<file path="src/rtl/window_pkg.sv">
// Shared definitions for the window motor driver and the controller bench:
// state encoding, default travel limit and a small state classifier.
package window_pkg;

    // Default number of cycles the motor may run in a single move.
    localparam int TRAVEL_MAX_DEFAULT = 8;

    typedef enum logic [2:0] {
        HOME    = 3'd0,
        CLOSED  = 3'd1,
        OPENING = 3'd2,
        OPEN    = 3'd3,
        CLOSING = 3'd4,
        FAULT   = 3'd5
    } win_state_e;

    // True for every state in which the motor is being driven.
    function automatic logic is_driving(input win_state_e s);
        return (s == HOME) || (s == OPENING) || (s == CLOSING);
    endfunction

endpackage

</file>
<file path="src/rtl/window_motor_driver_if.sv">
// Command / limit / status bundle between the window controller, the
// limit-switch pins and the motor driver.
interface window_motor_driver_if;

    logic OpenCW;
    logic OpenCCW;
    logic LimitOpen;
    logic LimitClosed;
    logic MotorCW;
    logic MotorCCW;
    logic Busy;
    logic WinOpen;
    logic WinClosed;
    logic Fault;

    // Controller / pin side: issues commands, supplies limits, sees status.
    modport master (
        output OpenCW, OpenCCW, LimitOpen, LimitClosed,
        input  MotorCW, MotorCCW, Busy, WinOpen, WinClosed, Fault
    );

    // Driver side.
    modport slave (
        input  OpenCW, OpenCCW, LimitOpen, LimitClosed,
        output MotorCW, MotorCCW, Busy, WinOpen, WinClosed, Fault
    );

endinterface

</file>
<file path="src/rtl/window_motor_driver_travel_timer.sv">
// Travel watchdog: counts cycles spent driving the motor in one move and
// flags the last permitted cycle so the FSM can declare a timeout.
module travel_timer
    import window_pkg::*;
#(
    parameter int TRAVEL_MAX = TRAVEL_MAX_DEFAULT
) (
    input  logic clock,
    input  logic reset,
    input  logic Clear,
    input  logic Enable,
    output logic Expired
);

    localparam int CNT_W = $clog2(TRAVEL_MAX + 1);
    localparam logic [CNT_W-1:0] LAST_CNT = CNT_W'(TRAVEL_MAX - 1);
    localparam logic [CNT_W-1:0] TOP_CNT  = CNT_W'(TRAVEL_MAX);

    logic [CNT_W-1:0] count_q;
    logic [CNT_W-1:0] count_d;

    // Next count: Clear wins, otherwise count while enabled, saturating so
    // the counter can never wrap back into the legal range.
    always_comb begin
        count_d = count_q;
        if (Clear) begin
            count_d = '0;
        end else if (Enable && (count_q != TOP_CNT)) begin
            count_d = count_q + 1'b1;
        end
    end

    // Count register.
    always_ff @(posedge clock) begin
        if (reset) begin
            count_q <= '0;
        end else begin
            count_q <= count_d;
        end
    end

    assign Expired = Enable && (count_q == LAST_CNT);

endmodule

</file>
<file path="src/rtl/window_motor_driver.sv">
// Window motor driver: turns one-cycle open/close commands into sustained
// motor drive, stops on the limit switches and latches a fault on travel
// timeout or contradictory limits. All outputs are registered Moore outputs.
//
//   state   | meaning
//   --------+-----------------------------------------------
//   HOME    | after reset, closing until LimitClosed seen
//   CLOSED  | window at closed end, motor off
//   OPENING | driving towards open end
//   OPEN    | window at open end, motor off
//   CLOSING | driving towards closed end
//   FAULT   | timeout or both limits high; only reset exits
module window_motor_driver
    import window_pkg::*;
#(
    parameter int TRAVEL_MAX = TRAVEL_MAX_DEFAULT
) (
    input  logic                   clock,
    input  logic                   reset,
    window_motor_driver_if.slave   bus
);

    win_state_e state_q;
    win_state_e state_d;

    logic motor_cw_q;
    logic motor_ccw_q;
    logic busy_q;
    logic win_open_q;
    logic win_closed_q;
    logic fault_q;

    logic cmd_cw;
    logic cmd_ccw;
    logic both_limits;
    logic timer_clear;
    logic timer_enable;
    logic timer_expired;

    // A command counts only when exactly one of the two lines is high.
    assign cmd_cw      = bus.OpenCW  && !bus.OpenCCW;
    assign cmd_ccw     = bus.OpenCCW && !bus.OpenCW;
    assign both_limits = bus.LimitOpen && bus.LimitClosed;

    // The timer restarts on every entry to a driving state, including a
    // direct reversal between OPENING and CLOSING.
    assign timer_enable = is_driving(state_q);
    assign timer_clear  = is_driving(state_d) && (state_d != state_q);

    travel_timer #(
        .TRAVEL_MAX (TRAVEL_MAX)
    ) u_travel_timer (
        .clock   (clock),
        .reset   (reset),
        .Clear   (timer_clear),
        .Enable  (timer_enable),
        .Expired (timer_expired)
    );

    // Next-state logic; in moving states the order is contradictory limits,
    // terminating limit, reversing command, then timeout.
    always_comb begin
        state_d = state_q;
        unique case (state_q)
            HOME: begin
                if (both_limits) begin
                    state_d = FAULT;
                end else if (bus.LimitClosed) begin
                    state_d = CLOSED;
                end else if (timer_expired) begin
                    state_d = FAULT;
                end
            end
            CLOSED: begin
                if (both_limits) begin
                    state_d = FAULT;
                end else if (cmd_cw) begin
                    state_d = OPENING;
                end
            end
            OPENING: begin
                if (both_limits) begin
                    state_d = FAULT;
                end else if (bus.LimitOpen) begin
                    state_d = OPEN;
                end else if (cmd_ccw) begin
                    state_d = CLOSING;
                end else if (timer_expired) begin
                    state_d = FAULT;
                end
            end
            OPEN: begin
                if (both_limits) begin
                    state_d = FAULT;
                end else if (cmd_ccw) begin
                    state_d = CLOSING;
                end
            end
            CLOSING: begin
                if (both_limits) begin
                    state_d = FAULT;
                end else if (bus.LimitClosed) begin
                    state_d = CLOSED;
                end else if (cmd_cw) begin
                    state_d = OPENING;
                end else if (timer_expired) begin
                    state_d = FAULT;
                end
            end
            FAULT: begin
                state_d = FAULT;
            end
            default: begin
                state_d = FAULT;
            end
        endcase
    end

    // State register with outputs decoded from the next state, so each
    // output flop reflects exactly the state being entered.
    always_ff @(posedge clock) begin
        if (reset) begin
            state_q      <= HOME;
            motor_cw_q   <= 1'b0;
            motor_ccw_q  <= 1'b1;
            busy_q       <= 1'b1;
            win_open_q   <= 1'b0;
            win_closed_q <= 1'b0;
            fault_q      <= 1'b0;
        end else begin
            state_q      <= state_d;
            motor_cw_q   <= (state_d == OPENING);
            motor_ccw_q  <= (state_d == HOME) || (state_d == CLOSING);
            busy_q       <= is_driving(state_d);
            win_open_q   <= (state_d == OPEN);
            win_closed_q <= (state_d == CLOSED);
            fault_q      <= (state_d == FAULT);
        end
    end

    assign bus.MotorCW   = motor_cw_q;
    assign bus.MotorCCW  = motor_ccw_q;
    assign bus.Busy      = busy_q;
    assign bus.WinOpen   = win_open_q;
    assign bus.WinClosed = win_closed_q;
    assign bus.Fault     = fault_q;

endmodule

</file>
<file path="src/flat_wrapper.sv">
// flat-port wrapper written by rule: the top's interface ports become plain ports
module window_motor_driver_flat import window_pkg::*;
#(
    parameter int TRAVEL_MAX = TRAVEL_MAX_DEFAULT
)
  (clock, reset, bus_OpenCW, bus_OpenCCW, bus_LimitOpen, bus_LimitClosed, bus_MotorCW, bus_MotorCCW, bus_Busy, bus_WinOpen, bus_WinClosed, bus_Fault);
  window_motor_driver_if bus_i ();
  input  logic clock;
  input  logic reset;
  input wire logic [$bits(bus_i.OpenCW)-1:0] bus_OpenCW;
  input wire logic [$bits(bus_i.OpenCCW)-1:0] bus_OpenCCW;
  input wire logic [$bits(bus_i.LimitOpen)-1:0] bus_LimitOpen;
  input wire logic [$bits(bus_i.LimitClosed)-1:0] bus_LimitClosed;
  output wire logic [$bits(bus_i.MotorCW)-1:0] bus_MotorCW;
  output wire logic [$bits(bus_i.MotorCCW)-1:0] bus_MotorCCW;
  output wire logic [$bits(bus_i.Busy)-1:0] bus_Busy;
  output wire logic [$bits(bus_i.WinOpen)-1:0] bus_WinOpen;
  output wire logic [$bits(bus_i.WinClosed)-1:0] bus_WinClosed;
  output wire logic [$bits(bus_i.Fault)-1:0] bus_Fault;
  assign bus_i.OpenCW = bus_OpenCW;
  assign bus_i.OpenCCW = bus_OpenCCW;
  assign bus_i.LimitOpen = bus_LimitOpen;
  assign bus_i.LimitClosed = bus_LimitClosed;
  assign bus_MotorCW = bus_i.MotorCW;
  assign bus_MotorCCW = bus_i.MotorCCW;
  assign bus_Busy = bus_i.Busy;
  assign bus_WinOpen = bus_i.WinOpen;
  assign bus_WinClosed = bus_i.WinClosed;
  assign bus_Fault = bus_i.Fault;
  window_motor_driver #(.TRAVEL_MAX(TRAVEL_MAX)) u_core (.clock(clock), .reset(reset), .bus(bus_i));
endmodule
</file>
<file path="config.mk">
export PLATFORM = sky130hd
export DESIGN_NAME = window_motor_driver_flat
export DESIGN_NICKNAME = d
export VERILOG_FILES = /design/src/rtl/window_pkg.sv /design/src/rtl/window_motor_driver_if.sv /design/src/rtl/window_motor_driver_travel_timer.sv /design/src/rtl/window_motor_driver.sv /design/src/flat_wrapper.sv
export SDC_FILE = /design/constraint.sdc
export NUM_CORES = 1
export LEC_CHECK = 0
export ABC_AREA = 1
export CAP_MARGIN = 20
export CORE_ASPECT_RATIO = 1.4
export CORE_MARGIN = 5
export CORE_UTILIZATION = 35
export DETAILED_ROUTE_END_ITERATION = 10
export GPL_TIMING_DRIVEN = 0
export PLACE_DENSITY = 0.57
export SETUP_SLACK_MARGIN = 0.3
export SYNTH_ARGS = -nofsm -noshare
export SYNTH_HDL_FRONTEND = slang
export SYNTH_SLANG_ARGS = --single-unit
</file>
<file path="constraint.sdc">
create_clock -name clock -period 3 [get_ports clock]
set_input_delay 0.6 -clock clock [delete_from_list [all_inputs] [get_ports clock]]
set_output_delay 0.6 -clock clock [all_outputs]
set_load 0.01 [all_outputs]
</file>
==> metrics.cfg <==
[cts]
clk-insertion-delay-late_ps = 260
cts_setup_buffers = 0
clk_pin_slew_worst_paths_ps = 70
tritoncts = done
clockBufferDepth = 2
htree_levels = 1
cts_resized = 0
numCtsBuffers = 3
clock-sinks = 13
hold_buffers = 0
root_buffer = clkbuf_4

[floorplan]
dieArea_um2 = 3420
die-height_um = 67.2
io_pins = 12
start_util_pct = 37.2
rows = 20
coreArea_um2 = 2200
die-width_um = 50.9

[routing]
vias = 786
route.detailed.drc = 0
routed_via_density = 4.79
first_pass_iters = 4
ant_nets = 0
wirelength_um = 1690
avgRoutedWirePerCell_um = 10.3
drtIter0Drc = 27

[critical_path]
crit_buf_inv = 2
critPathMaxStageDelay_ps = 520
cp_slowest_cell = clkdlybuf4s50_1
critPathLaunchType = input port
cp_common_cell = nand2_1
reg2reg_depth = 13
cp_data_arrival_time_ps = 2190
cp_max_fo = 4
reg2reg_from = u_core.u_travel_timer.count_q[0]$_SDFFE_PP0P_
crit_required_ps = 3200
path_delay_family = simple AND/OR/NAND/NOR gates
end_kind = flop
r2r_slack_ps = 1260
path_cells = clkdlybuf4s50_1 > nand2_1 > nand2_1 > inv_1 > nand3_1 > nand2_1 > nand2_1 > nand3_2 > nand2_1 > nand2_1 > nor2_1 > nand2_1 > a21oi_1
path_class = input port to flop
regToRegEndpoint = u_core.u_travel_timer.count_q[0]$_SDFFE_PP0P_

[logic_synthesis]
yosysMostFrequentCell = nand2_1
synth_edf_count = 0
synth_top_area_share_pct = 31.8
synth_warnings = 0
synth-seq-area-share_pct = 31.8
ys_ff_latch = 13
synthCells = 127
syn_nets = 135
synth_top_flop_cell = dfxtp_1
yosys.area.top_type = dfxtp_1
synthTopCellsByCount = 34 x nand2_1, 20 x inv_1, 13 x dfxtp_1
netlist_area_um2 = 818
syn_avg_cell_area_um2 = 6.44
ys_types = 23
ys_top_cells_by_area = dfxtp_1 32%, nand2_1 16%, inv_1 9.2%, nand3_1 4.9%, nor2_1 4.1%
async_flop_share_pct = 0

[finish]
n_fill_cell = 253
final_util_pct = 44.6
syn_to_final_growth_pct = 20.0
drive_gt1_share_pct = 15.5
nNetsFinal = 151
antenna_cells = 0
stdcell_count = 164

[sta]
period_share_pct = 66.4
clock.fmax_mhz = 502
slew-limit-headroom_pct = 79.5
min_period_ps = 1990
rsz0062_at_grt = no
finClkSkew_ps = 1.88
tightest_slew_ps = 307
finalHoldViolCount = 0
tns_ps = 0
holdWs_ps = 609
drv_slew = 0
setup_violations = 0

[global_route]
grt_start_max_net_pins = 11
antenna_found_initial = 0
track_usage_pct = 10.9
grt_pass1_wl_um = 3020
use_met3_pct = 1.77
grt_use_met1_pct = 12.8
gr-total-overflow = 0
busiest_layer = met2
use_met2_pct = 19.1
grt_pass1_vias = 764

[min_path]
hp-class = flop to flop
holdPathEnd = u_core.u_travel_timer.count_q[3]$_SDFFE_PP0P_
whs_path_depth = 2
hp-start = u_core.u_travel_timer.count_q[3]$_SDFFE_PP0P_

[power]
power_density_nw_per_um2 = 541
power.leakage_nw = 0.503
peakVddDrop_mv = 0.288

[run_status]
outcome = finished clean

[placement]
dp.cells = 160
port_buffers = 11
gp_congestion = 0.877
hpwlAfterDp_um = 1410

[job]
maxCapViolCount = 0

[worst register-to-register path, cell delays in order, from the launching register on]
cell and delay [ps]:
dfxtp_1 360, ha_1 200, nand2_1 60, nor2_1 80, nand2_1 150, nand3_1 110, nand2_1 50, nand2_1 90
nand3_2 110, nand2_1 80, nand2_1 50, nor2_1 90, nand2_1 110, a21oi_1 140
[kinds of logic after synthesis]
group / count (synthesis) / share of synthesized area (%)
AND/OR/NAND/NOR: 71 / 41.1
XOR/XNOR: 3 / 3.21
AO/OA/AOI/OAI: 10 / 7.03
flip-flops: 13 / 31.8
adder cells (fa/ha/maj): 2 / 3.06
buffers and inverters: 28 / 13.8
[layout make-up]
| cell class | count | area [um2] | area share, % |
|---|---|---|---|
| multi-input combinational | 86 | 445 | 45.4 |
| sequential | 13 | 260 | 26.5 |
| timing repair buffer | 11 | 110 | 11.2 |
| inverter | 26 | 97.6 | 9.94 |
| tap | 22 | 27.5 | 2.80 |
| clock buffer | 4 | 26.3 | 2.68 |
| buffer | 2 | 15.0 | 1.53 |
[per-stage QoR]
stage / total power [mW] / instance area [um2] / setup WS, ps
after floorplan: 0.373 / 818 / 1420
after global routing: 0.581 / 982 / 839
after CTS: 0.539 / 982 / 996
final: 0.531 / 982 / 1010
after global placement: 0.433 / 956 / 750
after detailed placement: 0.437 / 956 / 720
[worst max-delay path by stage]
stage	endpoint	cells after the start	slack, ps	start
2_1_floorplan	u_core.u_travel_timer.count_q[0]$_SDFFE_PP0P_	12	1420	bus_OpenCCW
3_3_place_gp	u_core.u_travel_timer.count_q[1]$_SDFFE_PP0P_	13	750	bus_LimitClosed
3_5_place_dp	u_core.u_travel_timer.count_q[0]$_SDFFE_PP0P_	13	720	bus_LimitClosed
4_1_cts	u_core.u_travel_timer.count_q[0]$_SDFFE_PP0P_	13	1000	bus_LimitClosed
5_1_grt	u_core.u_travel_timer.count_q[1]$_SDFFE_PP0P_	13	840	bus_OpenCCW
6_report	u_core.u_travel_timer.count_q[0]$_SDFFE_PP0P_	13	1010	bus_LimitClosed
[report_power, final]
| group | leakage [nW] | internal (mW) | switching (mW) |
|---|---|---|---|
| Combinational | 0.381 | 0.0853 | 0.120 |
| Clock | 0.0150 | 0.0513 | 0.0484 |
| Sequential | 0.107 | 0.202 | 0.0240 |
[cell usage in the layout, fill, tap and decap left out, drive strengths merged]
master / n
a31oi: 1
a21oi: 6
xor2: 3
o211ai: 1
and2: 1
clkdlybuf4s50: 11
nor2: 13
ha: 2
nand4: 3
nand3: 11
buf: 1
o21ai: 2
nor3: 5
inv: 26
dfxtp: 13
clkbuf: 5
nand2: 38
[flip-flops by register name (all words and copies together), names as in the netlist]
signal / cells
u_core.u_travel_timer.count_q: 4
u_core.state_q: 3
u_core.bus.Busy: 1
u_core.bus.Fault: 1
u_core.bus.MotorCCW: 1
u_core.bus.MotorCW: 1
u_core.bus.WinClosed: 1
u_core.bus.WinOpen: 1
[routing by layer]
layer | routed length (um) | part of all wire [%]
met2 | 868 | 51
met5 | 0 | 0
met3 | 58 | 3.4
met4 | 14 | 0.83
met1 | 745 | 44
No activity file was read; power rests on OpenSTA's default activity.
